[src/rtl/btn_pkg.sv]
// btn_pkg: shared constants, repeat-FSM states and counter sizing for the button front end
package btn_pkg;
  localparam int NUM_BTN = 3;
  localparam int DEF_DEBOUNCE_CYCLES = 1_000_000;
  localparam int DEF_REPEAT_DELAY = 25_000_000;
  localparam int DEF_REPEAT_PERIOD = 8_000_000;
  typedef enum logic [1:0] {IDLE, DELAY, REPEAT} rep_state_t;
  // Counter width able to hold 0..n-1, never narrower than one bit
  function automatic int cnt_w(input int n);
    return (n < 2) ? 1 : $clog2(n);
  endfunction
endpackage

[src/rtl/btn_channel.sv]
// btn_channel: synchroniser, debouncer, edge strobes and auto-repeat for one button
module btn_channel
  import btn_pkg::*;
#(
  parameter int DEBOUNCE_CYCLES = DEF_DEBOUNCE_CYCLES,
  parameter int REPEAT_DELAY = DEF_REPEAT_DELAY,
  parameter int REPEAT_PERIOD = DEF_REPEAT_PERIOD
) (
  input  logic clk,
  input  logic rst_n,
  input  logic btn_raw,
  output logic btn,
  output logic btn_press,
  output logic btn_release,
  output logic btn_repeat
);
  localparam int DW = cnt_w(DEBOUNCE_CYCLES);
  localparam int RW = cnt_w(REPEAT_DELAY > REPEAT_PERIOD ? REPEAT_DELAY : REPEAT_PERIOD);
  logic s1, s2, flip, rise, fall, rep_d;
  logic [DW-1:0] dcnt;
  logic [RW-1:0] rcnt, rcnt_d;
  rep_state_t state, state_d;
  assign flip = (s2 != btn) && (dcnt == DW'(DEBOUNCE_CYCLES - 1));
  assign rise = flip & s2;
  assign fall = flip & ~s2;
  always_ff @(posedge clk or negedge rst_n) begin
    if (!rst_n) begin
      s1 <= 1'b0;
      s2 <= 1'b0;
      dcnt <= '0;
      btn <= 1'b0;
      btn_press <= 1'b0;
      btn_release <= 1'b0;
      btn_repeat <= 1'b0;
      state <= IDLE;
      rcnt <= '0;
    end else begin
      s1 <= btn_raw;
      s2 <= s1;
      dcnt <= (s2 == btn || flip) ? '0 : dcnt + DW'(1);
      btn <= flip ? s2 : btn;
      btn_press <= rise;
      btn_release <= fall;
      btn_repeat <= rep_d;
      state <= state_d;
      rcnt <= rcnt_d;
    end
  end
  // Release is checked before expiry so no strobe escapes on the release edge
  always_comb begin
    state_d = state;
    rcnt_d = rcnt;
    rep_d = 1'b0;
    case (state)
      IDLE: if (rise) begin
        state_d = DELAY;
        rcnt_d = '0;
        rep_d = 1'b1;
      end
      DELAY: if (fall) begin
        state_d = IDLE;
        rcnt_d = '0;
      end else if (rcnt == RW'(REPEAT_DELAY - 1)) begin
        state_d = REPEAT;
        rcnt_d = '0;
        rep_d = 1'b1;
      end else rcnt_d = rcnt + RW'(1);
      REPEAT: if (fall) begin
        state_d = IDLE;
        rcnt_d = '0;
      end else if (rcnt == RW'(REPEAT_PERIOD - 1)) begin
        rcnt_d = '0;
        rep_d = 1'b1;
      end else rcnt_d = rcnt + RW'(1);
      default: begin
        state_d = IDLE;
        rcnt_d = '0;
      end
    endcase
  end
endmodule

[src/rtl/btn_conditioner.sv]
// btn_conditioner: NUM_BTN independent button conditioning channels
module btn_conditioner
  import btn_pkg::*;
#(
  parameter int DEBOUNCE_CYCLES = DEF_DEBOUNCE_CYCLES,
  parameter int REPEAT_DELAY = DEF_REPEAT_DELAY,
  parameter int REPEAT_PERIOD = DEF_REPEAT_PERIOD
) (
  input  logic               clk,
  input  logic               rst_n,
  input  logic [NUM_BTN-1:0] btn_raw,
  output logic [NUM_BTN-1:0] btn,
  output logic [NUM_BTN-1:0] btn_press,
  output logic [NUM_BTN-1:0] btn_release,
  output logic [NUM_BTN-1:0] btn_repeat
);
  for (genvar i = 0; i < NUM_BTN; i++) begin : g_ch
    btn_channel #(
      .DEBOUNCE_CYCLES(DEBOUNCE_CYCLES),
      .REPEAT_DELAY(REPEAT_DELAY),
      .REPEAT_PERIOD(REPEAT_PERIOD)
    ) u_ch (
      .clk(clk),
      .rst_n(rst_n),
      .btn_raw(btn_raw[i]),
      .btn(btn[i]),
      .btn_press(btn_press[i]),
      .btn_release(btn_release[i]),
      .btn_repeat(btn_repeat[i])
    );
  end
endmodule
[config.mk]
export PLATFORM = sky130hd
export DESIGN_NAME = btn_conditioner
export DESIGN_NICKNAME = d
export VERILOG_FILES = /design/src/rtl/btn_pkg.sv /design/src/rtl/btn_channel.sv /design/src/rtl/btn_conditioner.sv
export SDC_FILE = /design/constraint.sdc
export NUM_CORES = 1
export LEC_CHECK = 0
export ABC_AREA = 1
export CAP_MARGIN = 10
export CORE_UTILIZATION = 55
export CTS_CLUSTER_SIZE = 16
export DETAILED_ROUTE_END_ITERATION = 7
export GPL_ROUTABILITY_DRIVEN = 0
export PLACE_DENSITY = 0.7
export REMOVE_ABC_BUFFERS = 1
export SLEW_MARGIN = 20
export SYNTH_ARGS = -nofsm -noshare
export SYNTH_HDL_FRONTEND = slang
export SYNTH_SLANG_ARGS = --single-unit
[constraint.sdc]
create_clock -name clk -period 3.14 [get_ports clk]
set_input_delay 0.471 -clock clk [delete_from_list [all_inputs] [get_ports clk]]
set_output_delay 0.471 -clock clk [all_outputs]
set_load 0.03 [all_outputs]
Yosys cells after proc, flatten, opt, wreduce, memory -nomap -nowiden

Index checks and enable logic that the tools add are counted.

Input bits: 5
Bits in registers: 159

Reduce and logical (&&, ||, !) cells: 12
Add/sub/neg operators: 6
Muxes and demuxes: 54
Bitwise operators: 9
Equal/unequal tests: 30

Operators with widths:

| kind                    | count |
|---|---|
| $mux W25                | 15 |
| $pmux W25 S3            | 3 |
| $add A25 B1 Y25 const B | 3 |
| $eq A25 B23 Y1 const B  | 3 |
| $eq A25 B25 Y1 const B  | 3 |
| $add A20 B1 Y20 const B | 3 |
| $eq A20 B20 Y1 const B  | 3 |
| $mux W20                | 3 |
| $mux W2                 | 12 |
| $pmux W2 S3             | 3 |
| $mux W1                 | 15 |
| $ne A2 B1 Y1 const B    | 6 |
| $ne A3 B1 Y1 const B    | 3 |
| $pmux W1 S3             | 3 |
| $reduce_and A3 Y1       | 3 |
| $and A1 B1 Y1           | 6 |
| $eq A2 B1 Y1 const B    | 3 |
| $eq A2 B2 Y1 const B    | 3 |
| $logic_not A2 Y1        | 3 |
| $eq A1 B1 Y1            | 3 |
| $logic_and A1 B1 Y1     | 3 |
| $logic_or A1 B1 Y1      | 3 |
| $ne A1 B1 Y1            | 3 |
| $not A1 Y1              | 3 |

Logic depth before layout (Yosys ltp)

Depth after elaboration: 5
Mapped depth: 13
Depth with buffers taken out: 13

By module

Synthesis repeated with hierarchy kept, for this count alone.

Cells, all modules: 1,521
Area total of the unflattened synthesis: 10,286.1 um2

By module, submodules not included:

| module                     | sequential area each (um2) | instances | cells an instance | area each (um2) |
|---|---|---|---|---|
| btn_channel (g_ch[1].u_ch) | 1,326.3                    | 1         | 514               | 3,469.6 |
| btn_channel (g_ch[0].u_ch) | 1,326.3                    | 1         | 515               | 3,419.5 |
| btn_channel (g_ch[2].u_ch) | 1,326.3                    | 1         | 492               | 3,397.0 |

Least setup slack after synthesis

Ideal clock, no wire load.

Kind: flip-flop to flip-flop
Start point: register g_ch[1].u_ch.rcnt[0]
End point: register g_ch[1].u_ch.rcnt[10]
Cell stages (with the launch flop): 12
Data arrival time: 1.500 ns
Buffers on the path: 1
Library setup time: 0.116 ns
Data required time: 3.024 ns
Path slack: 1.523 ns
Cell sequence: dfrtp_1 > ha_1 > nand2_1 > nor2_1 > nand2_2 > inv_2 > nand4_1 > nand3_2 > nand2_4 > buf_6 > nand2_1 > nand2_1

Word-level cells in the longest chain between the ends: 4
Elaborated cells between the ends (all ways): 8
Those cells by class: 1 x add/sub; 2 x eq/ne; 5 x mux

RTL lines:

| item                                          | RTL line                             | text |
|---|---|---|
| start, declared                               | btn_channel.sv:21                    | `logic [RW-1:0] rcnt, rcnt_d;` |
| start signal, assigned                        | btn_channel.sv:46                    | `rcnt <= rcnt_d;` |
| $add A25 B1 Y25, or another cell as far along | btn_channel.sv:67, btn_channel.sv:74 |  |
| $mux W25, on equally long branches            | btn_channel.sv:71, btn_channel.sv:63 |  |
| $mux W25, on equally long branches            | btn_channel.sv:68, btn_channel.sv:60 |  |
| $pmux W25 S3 (*)                              | btn_channel.sv:54                    | `case (state)` |

Every way passes the cells marked *; elsewhere a longest branch is shown, timed or not.
A chain may end at the register's enable or synchronous reset.

Worst setup path after layout

Start point: register g_ch[1].u_ch.dcnt[0]
End point: register g_ch[1].u_ch.rcnt[20]

Word-level cells in the longest chain between the ends: 5
Elaborated cells between the ends (all ways): 8
Those cells by class: 2 x eq/ne; 3 x mux; 2 x bitwise; 1 x reduce/logical

RTL lines:

| item                               | RTL line                             | text |
|---|---|---|
| start, declared                    | btn_channel.sv:20                    | `logic [DW-1:0] dcnt;` |
| start signal, assigned             | btn_channel.sv:40                    | `dcnt <= (s2 == btn \|\| flip) ? '0 : dcnt + DW'(1);` |
| $eq A20 B20 Y1 (*)                 | btn_channel.sv:23                    | `assign flip = (s2 != btn) && (dcnt == DW'(DEBOUNCE_CYCLES - 1));` |
| $logic_and A1 B1 Y1 (*)            | btn_channel.sv:23                    |  |
| $and A1 B1 Y1                      | btn_channel.sv:25                    | `assign fall = flip & ~s2;` |
| $mux W25, on equally long branches | btn_channel.sv:68, btn_channel.sv:60 |  |
| $pmux W25 S3                       | btn_channel.sv:54                    |  |

Marks and branches as above.

==> impl_metrics.env <==
export IMPL_synth_ff_latch_count=159
export IMPL_startpoint_type="flip-flop"
export IMPL_power_leakage_nw=5.202
export IMPL_via_per_inst=5.122
export IMPL_area_delta_synth_final_pct=7.872
export IMPL_place_port_buffers=16
export IMPL_hp_class="in2async"
export IMPL_rsz0062_at_grt="false"
export IMPL_fin_nets=1563
export IMPL_synthArstFlopShare=1.000
export IMPL_insertion_delay_ns=0.43
export IMPL_synth_edff_count=0
export IMPL_synth_top_cell_by_area="dfrtp_1"
export IMPL_core_area_um2=18150
export IMPL_yosys_top_cells_area="dfrtp_1 (39%), nand2_1 (19%), nor2_1 (10%)"
export IMPL_clock_root_buffer="clkbuf_16"
export IMPL_ant_nets=0
export IMPL_grt_overflow=0
export IMPL_cts_buffers=17
export IMPL_syn_avg_cell_area_um2=6.690
export IMPL_slew_headroom=0.5861
export IMPL_clk_path_buf_depth=2
export IMPL_synthFlopType="dfrtp_1"
export IMPL_via_count=9128
export IMPL_placed_cell_area_um2=10520
export IMPL_crit_required_ns=3.50
export IMPL_maxCapViolations=0
export IMPL_ys_types=41
export IMPL_finalClockSkew_ns=0.01157
export IMPL_ys_top_cells_by_count="nand2_1 (524), nor2_1 (279), inv_1 (165)"
export IMPL_synth_area_um2=10320
export IMPL_synth_most_common_cell="nand2_1"
export IMPL_dieArea_um2=19310
export IMPL_firstDrtPassIters=8
export IMPL_track_usage=0.2462
export IMPL_grt_max_degree=62
export IMPL_maxSlewViolCount=0
export IMPL_clk_pin_slew_ns=0.07
export IMPL_tightest_slew_ns=0.6208
export IMPL_clock_sinks=159
export IMPL_total_power_mw=4.280
export IMPL_hold_buffers=0
export IMPL_yosysTopAreaCellShare=0.3857
export IMPL_die_h_um=139.0
export IMPL_io_pins=17
export IMPL_criticalPathCategory="reg2reg"
export IMPL_wirelength_um=22400
export IMPL_power_density_nw_per_um2=384.6
export IMPL_violations="design-rule violations"
export IMPL_cts_resized_gates=0
export IMPL_cts_htree_levels=4
export IMPL_fin_crit_sh=0.6624
export IMPL_status="complete, but fails checks"
export IMPL_worst_setup_path_end_kind="flip-flop"
export IMPL_timing_fmax_ghz=0.4808
export IMPL_drive_gt1_frac=0.06053
export IMPL_yosys_warnings=0
export IMPL_antenna_found_initial=0
export IMPL_hold_violations=0
export IMPL_postLayoutCoreUtil=0.6132
export IMPL_crit_fanout=31
export IMPL_diodes=0
export IMPL_critical_path_arrival_ns=2.44
export IMPL_fin_crit_ns=2.080
export IMPL_setup_viol=0
export IMPL_grt_pass1_wl_um=39170
export IMPL_die_w_um=139.0
export IMPL_dp_hpwl_um=16060
export IMPL_grt_pass1_vias=8441
export IMPL_drt_iter0_drc=707
export IMPL_yosysSeqAreaShare=0.3857
export IMPL_cts_tree="yes"
export IMPL_synth_cells=1542
export IMPL_tns_ns=0
export IMPL_cts_setup_buffers=0
export IMPL_design_area_um2=11130
export IMPL_wire_per_inst_um=12.57
export IMPL_fp_row_count=49
export IMPL_vdd_ir_drop_max_v=0.0003680
export IMPL_drc=2
export IMPL_initial_core_util=0.5685
-- path summary, 6_finish.rpt --
check / startpoint / to / slack [ns] / cells after the start
max: g_ch[1].u_ch.dcnt[0] / g_ch[1].u_ch.rcnt[20] / 1.06 / 9
min: rst_n / g_ch[0].u_ch.dcnt[17] / 0.01 / 1
max reg2reg: g_ch[1].u_ch.dcnt[0] / g_ch[1].u_ch.rcnt[20] / 1.06 / 9
min reg2reg: g_ch[2].u_ch.s1 / g_ch[2].u_ch.s2 / 0.35 / 0
max in group asynchronous: rst_n / g_ch[1].u_ch.dcnt[3] / 2.34 / 2
min in group clk: g_ch[2].u_ch.s1 / g_ch[2].u_ch.s2 / 0.35 / 0
-- metal layers --
metal / GRT usage / routed length, um
met4: 0.06667 / 269
met5: 0 / 0
met3: 0.04040 / 802
met2: 0.3966 / 10330
met1: 0.3445 / 10990
-- worst max-delay path, cell delays in order, from the launching register on --
cell and delay, ns:
dfrtp_1 0.37, ha_1 0.20, nand3_1 0.15, nor2_2 0.23, nand4_1 0.17, nand2_2 0.28
inv_2 0.30, nor2_1 0.20, nand2_1 0.06, nand2_1 0.06
-- through the flow --
| stage | cells | hold WS (ns) | setup WS, ns |
|---|---|---|---|
| 5_1_grt | 1782 | 0.05590 | 0.8006 |
| 3_3_place_gp | 1750 | 0.3343 | 1.194 |
| 2_1_floorplan | 1499 | 0.1754 | 1.362 |
| 3_5_place_dp | 1750 | 0.3355 | 1.079 |
| 6_report | 1782 | 0.01259 | 1.060 |
| 4_1_cts | 1782 | 0.03911 | 1.046 |
-- where the power goes --
| part | switching, mW | internal, mW |
|---|---|---|
| registers | 0.00861 | 2.06 |
| logic | 0.0662 | 0.0216 |
| clock network | 0.891 | 1.23 |
| total | 0.966 | 3.31 |
-- cells by family (layout without fill, tap and decap cells) --
logic type | after synthesis | after routing | synth area share
buf+inv | 217 | 228 | 0.09242
simple gates | 1022 | 1022 | 0.4160
compound gates | 74 | 74 | 0.03990
xor+xnor | 52 | 52 | 0.04415
flops | 159 | 159 | 0.3857
fa+ha+maj | 18 | 18 | 0.02183
-- cell usage in the layout (no fill, tap or decap), types with 3 or more instances in the layout --
cell type and n:
nand2_4 3, nand3_1 114, nand4_1 21, o21a_1 6
clkbuf_16 17, buf_4 5, clkdlybuf4s50_1 15, a21oi_1 26
ha_1 18, nand2_2 8, nand4_2 4, inv_6 3
xnor2_1 13, nand3_2 6, nand2_1 524, inv_1 165
nor2_2 19, dfrtp_1 159, o21ai_1 6, o21ai_0 24
nor3_1 31, clkinv_4 5, nor2_1 279, a31oi_1 5
xor2_1 39, inv_2 8
-- cell type report --
class                           instances  area, um2
Clock inverter                         13      153.9
Multi-Input combinational cell       1166       5384
Timing Repair Buffer                   22      219.0
Inverter                              174      653.1
Tap cell                              229      286.5
Sequential cell                       159       3979
Clock buffer                           19      452.9
Fill cell                            1661       7019
-- registers in the layout, summed over array words and instances, names as in the netlist --
signal	flops
g_ch.u_ch.rcnt	75
g_ch.u_ch.dcnt	60
g_ch.u_ch.state	6
g_ch.u_ch.btn	3
g_ch.u_ch.btn_press	3
g_ch.u_ch.btn_release	3
g_ch.u_ch.btn_repeat	3
g_ch.u_ch.s1	3
g_ch.u_ch.s2	3
Power figures use the tool's default switching activity.
==> patch 1: new RTL, same flow settings <==
The package constant `DEF_DEBOUNCE_CYCLES` goes from 1_000_000 to 2_000_000.
--- a/src/rtl/btn_pkg.sv
+++ b/src/rtl/btn_pkg.sv
@@ -1,7 +1,7 @@
 // btn_pkg: shared constants, repeat-FSM states and counter sizing for the button front end
 package btn_pkg;
   localparam int NUM_BTN = 3;
-  localparam int DEF_DEBOUNCE_CYCLES = 1_000_000;
+  localparam int DEF_DEBOUNCE_CYCLES = 2_000_000;
   localparam int DEF_REPEAT_DELAY = 25_000_000;
   localparam int DEF_REPEAT_PERIOD = 8_000_000;
   typedef enum logic [1:0] {IDLE, DELAY, REPEAT} rep_state_t;
Check against the original RTL: no difference found for any inputs over 10 cycles, from zero or initial values and one cycle with rst_n low; that may be too few to reach the edited logic, so the function may still have changed.
==> patch 1 against the unedited design <==
Die area down 2.1%; routed wire length down 0.41%; final cell count down 6.5%; first-iteration DRC count up 15%; design area down 1.8%; synthesized area down 2.2%; sequential cell count up 3; worst setup slack worse by 0.088 ns; total power up 3.3%; highest routed layer unchanged; combinational power up 4.7%; clock power up 5%; non-clock buffer count down 4.
==> patch 1: results (changes against the unedited design) <==
- Via count of the first global-routing pass: 8029 (-4.9%)
- Seq/Total Area, Yosys: 40.2% (+1.6 points)
- Worst setup slack for register-to-register paths: 0.97 ns (-0.09 ns)
- Clock buffers: 18 (-1)
- Registers with the highest flip-flop counts: g_ch.u_ch.rcnt x75, g_ch.u_ch.dcnt x63, g_ch.u_ch.state x6
- Fraction of met2 tracks used by global routing: 38.7% (-0.99 points)
- Clk tree area frac: 5.72% (+0.27 points)
- Cell Count, Final, Fillers Out: 1667 (-6.5%)
- Complex-gate fraction of the synthesized area: 6.42% (+2.4 points)
- Arrival time worst endpoint: 2.47 ns (+0.03 ns)
- Final-layout fill cell count: 1665 (+0.24%)
- Final non-clock buffer share: 1.84% (-0.12 points)
- Run status: finished clean
- Number of placed instances, taps included: 1635 (-6.6%)
- XOR/XNOR share of the synthesized area: 3.90% (-0.51 points)
- Area taken by multi-input logic gates: 0.00510 mm2 (-5.3%)
- Max Fanout on Critical Path: 24 (-23%)
- Layout Nets: 1448 (-7.4%)
- Post-Synth Adder-Cell Area: 2.23% (+0.048 points)
- Total net switching power: 948 uW (-1.9%)
- Proportion of cell area occupied by registers: 37.1% (+1.3 points)
- Headroom to the max-slew limit: 57.3% (-1.3 points)
- Met1 track demand over resource in global routing: 36.0% (+1.5 points)
- Commonest cells in the netlist: 399 x nand2_1, 198 x nor2_1, 170 x inv_1
- Detailed Route Iter0 Violations: 810 (+15%)
- Largest net degree at the start of global routing: 65 (+4.8%)
- Multi-Input Combinational: 1049 (-10%)
- Wire length of the first global-routing pass: 37700 um (-3.7%)
- HPWL after detailed placement: 15700 um (-2.4%)
- Pre-CTS setup slack: 0.991 ns (-0.0885 ns)
- Final core occ: 60.9% (-0.47 points)
- Iteration count of the initial detailed-routing pass: 5 (-3)
- Detail-routed via count per cell: 5.35 (+4.4%)
- Worst IR Drop VDD: 384 uV (+4.3%)
- Layout cells sized above 1: 5.56% (-0.49 points)
- Leakage component of the power: 0.00514 uW (-1.3%)
- Post-Route WL: 22300 um (-0.41%)
- Count of buffers not belonging to the clock network in the layout: 18 (-18%)
- Number of sequential storage elements: 162 (+1.9%)
- Distinct cell type count of the synthesized netlist: 45 (+9.8%)
- Final hold slack: 0.0405 ns (+0.0280 ns)
- Overall global routing resource usage: 24.9% (+0.26 points)
- Worst setup skew after layout: 0.0126 ns (+0.00106 ns)
-- patch 1: changes by cell type after synthesis, moves of 9 or more --
cell and change:
nand2_1 -125, a21oi_1 +26, nor3_1 +19, nor2_2 -14, o21ai_0 +23, nor2_1 -81
nand3b_1 +9, nand3_1 +21, nand4_1 +9
-- patch 1: worst paths after layout --
kind,from,end
worst max-delay path,g_ch[2].u_ch.rcnt[0],g_ch[2].u_ch.rcnt[3]
worst min-delay path,rst_n,g_ch[2].u_ch.dcnt[9]
worst max register to register,g_ch[2].u_ch.rcnt[0],g_ch[2].u_ch.rcnt[3]
worst min register to register,g_ch[0].u_ch.s1,g_ch[0].u_ch.s2
max in group asynchronous,rst_n,g_ch[1].u_ch.rcnt[18]
min in group clk,g_ch[0].u_ch.s1,g_ch[0].u_ch.s2
-- patch 1: power by group through the flow --
stage	sequential (uW)	clock, uW	combinational (uW)
finish	2110	2220	92.0
global route	2110	2340	109
CTS	2110	2260	96.7
detailed placement	2150	0	96.8
global placement	2150	0	95.3
floorplan	2150	0	33.5
==> patch 2: new RTL, same flow settings <==
Made on the original files. Encoding of `rep_state_t`: now one-hot (3 bits for 3 states).
--- a/src/rtl/btn_pkg.sv
+++ b/src/rtl/btn_pkg.sv
@@ -4,7 +4,7 @@
   localparam int DEF_DEBOUNCE_CYCLES = 1_000_000;
   localparam int DEF_REPEAT_DELAY = 25_000_000;
   localparam int DEF_REPEAT_PERIOD = 8_000_000;
-  typedef enum logic [1:0] {IDLE, DELAY, REPEAT} rep_state_t;
+  typedef enum logic [2:0] {IDLE = 3'b001, DELAY = 3'b010, REPEAT = 3'b100} rep_state_t;
   // Counter width able to hold 0..n-1, never narrower than one bit
   function automatic int cnt_w(input int n);
     return (n < 2) ? 1 : $clog2(n);
Function: no difference found for any inputs over 10 cycles, from zero or initial values and one cycle with rst_n low; not proved beyond that.
==> patch 2 against the unedited design <==
Sequential share of layout area grew 1.2 points; first-iteration DRC count shrank 3.5%; sequential cell count grew 3; sequential power grew 2%; synthesized area shrank 2.4%; final cell count shrank 3.1%; total power grew 4.1%; via count shrank 1.9%; clock skew is essentially flat; worst setup slack lost 0.19 ns; largest power group unchanged; routed wire length shrank 2.9%; design area shrank 1.4%.
==> patch 2: results (changes against the unedited design) <==
- Run status: finished clean
- Clock latency of the later-clocked register in the worst-skew pair: 0.44 ns
- Distinct cell type count of the synthesized netlist: 39 (-4.9%)
- Post-Route WL: 21700 um (-2.9%)
- Detailed Route Iter0 Violations: 682 (-3.5%)
- Overall global routing resource usage: 24.9% (+0.26 points)
- Arrival time worst endpoint: 2.64 ns (+0.20 ns)
- Sw Ratio: 20.7% (-1.9 points)
- Leakage component of the power: 0.00544 uW (+4.6%)
- Sequential cell power: 2110 uW (+2%)
- Pwr/cell area: 406 mW/mm2 (+5.6%)
- Cell class contributing the biggest share of worst-path delay: compound AO/OA/AOI/OAI gates
- Slew of the pin with the lowest slew margin: 0.761 ns (+0.140 ns)
- Largest cells by area after synthesis: dfrtp_1 40%, nand2_1 17%, nor2_1 8.5%
- HPWL after detailed placement: 15500 um (-3.5%)
- Hold crit path type: primary input to asynchronous set/reset pin
- Seq/Total Area, Yosys: 40.3% (+1.7 points)
- Crit-path slowest cell: o21ai_1
- Wire length of the first global-routing pass: 37400 um (-4.5%)
- Final-layout fill cell count: 1642 (-1.1%)
- Upper clock frequency limit: 0.440 GHz (-8.4%)
- Maximum count of clock buffers along a single path: 2 (unchanged)
- Synth async-reset ratio: 100% (unchanged)
- Critical path's largest stage delay: 0.63 ns (+0.26 ns)
- Iteration count of the initial detailed-routing pass: 6 (-2)
- Total number of H-tree levels: 4 (unchanged)
- Cell count after synthesis: 1486 (-3.6%)
- Via count of the first global-routing pass: 7891 (-6.5%)
- Proportion of power drawn by combinational gates: 1.9% (-0.2 points)
- Worst IR Drop VDD: 472 uV (+28%)
- Layout cells sized above 1: 5.01% (-1.0 points)
- Average wire length per cell after detail routing: 12.6 um (+0.23%)
- Largest net degree at the start of global routing: 70 (+13%)
- Worst setup slack for register-to-register paths: 0.87 ns (-0.19 ns)
- Commonest cells in the netlist: 469 x nand2_1, 228 x nor2_1, 196 x inv_1
- Worst setup skew after layout: 0.0116 ns (-0.00000740 ns)
- Detail-routed via count per cell: 5.19 (+1.3%)
- Total of hold buffers inserted after clock tree synthesis: 0 (unchanged)
- Registers with the highest flip-flop counts: g_ch.u_ch.rcnt x75, g_ch.u_ch.dcnt x60, g_ch.u_ch.state x9
- Pre-CTS setup slack: 0.896 ns (-0.183 ns)
[patch 2: cell count changes in the layout (fill, tap and decap cells not counted), moves of 12 or more]
cell,delta
ha_1,-12
nor2_2,-13
nand4_1,+37
nand2_1,-55
xor2_1,+14
nor2_1,-51
inv_1,+31
[patch 2: logic make-up after synthesis]
| family | synth area share (%) |
|---|---|
| adders and majority gates | 0.746 |
| DFF | 40.3 |
| xor gates and xnor gates | 5.57 |
| AOI/OAI and AO/OA | 3.74 |
| and+or+nand+nor | 39.7 |
| buffers and inverters | 9.98 |
[patch 2: metal layers]
metal | GRT usage [%] | routed length (um)
met1 | 38.2 | 11200
met3 | 4.60 | 1180
met5 | 0 | 0
met2 | 35.3 | 9120
met4 | 7.26 | 201
[patch 2: final cells by class]
cell class / count / area, um2 / share of cell area [%]
multi-input combinational: 1076 / 5000 / 45.6
clock inverter: 10 / 184 / 1.68
timing repair buffer: 21 / 224 / 2.04
tap: 229 / 287 / 2.61
inverter: 206 / 773 / 7.05
sequential: 162 / 4060 / 37.0
clock buffer: 22 / 444 / 4.05
[patch 2: path summary, 6_finish.rpt]
kind,startpoint,end,depth (start not counted)
max,g_ch[1].u_ch.dcnt[0],g_ch[1].u_ch.rcnt[18],9
min,rst_n,g_ch[2].u_ch.rcnt[18],1
max reg2reg,g_ch[1].u_ch.dcnt[0],g_ch[1].u_ch.rcnt[18],9
min reg2reg,g_ch[2].u_ch.s1,g_ch[2].u_ch.s2,0
max in group asynchronous,rst_n,g_ch[1].u_ch.state[0],2
min in group clk,g_ch[2].u_ch.s1,g_ch[2].u_ch.s2,0
[patch 2: through the flow]
step | instance area, um2 | hold WS (ns)
floorplan | 9830 | 0.175
global placement | 10300 | 0.333
detailed placement | 10300 | 0.339
CTS | 11000 | 0.0603
global route | 11000 | 0.0952
finish | 11000 | 0.0401
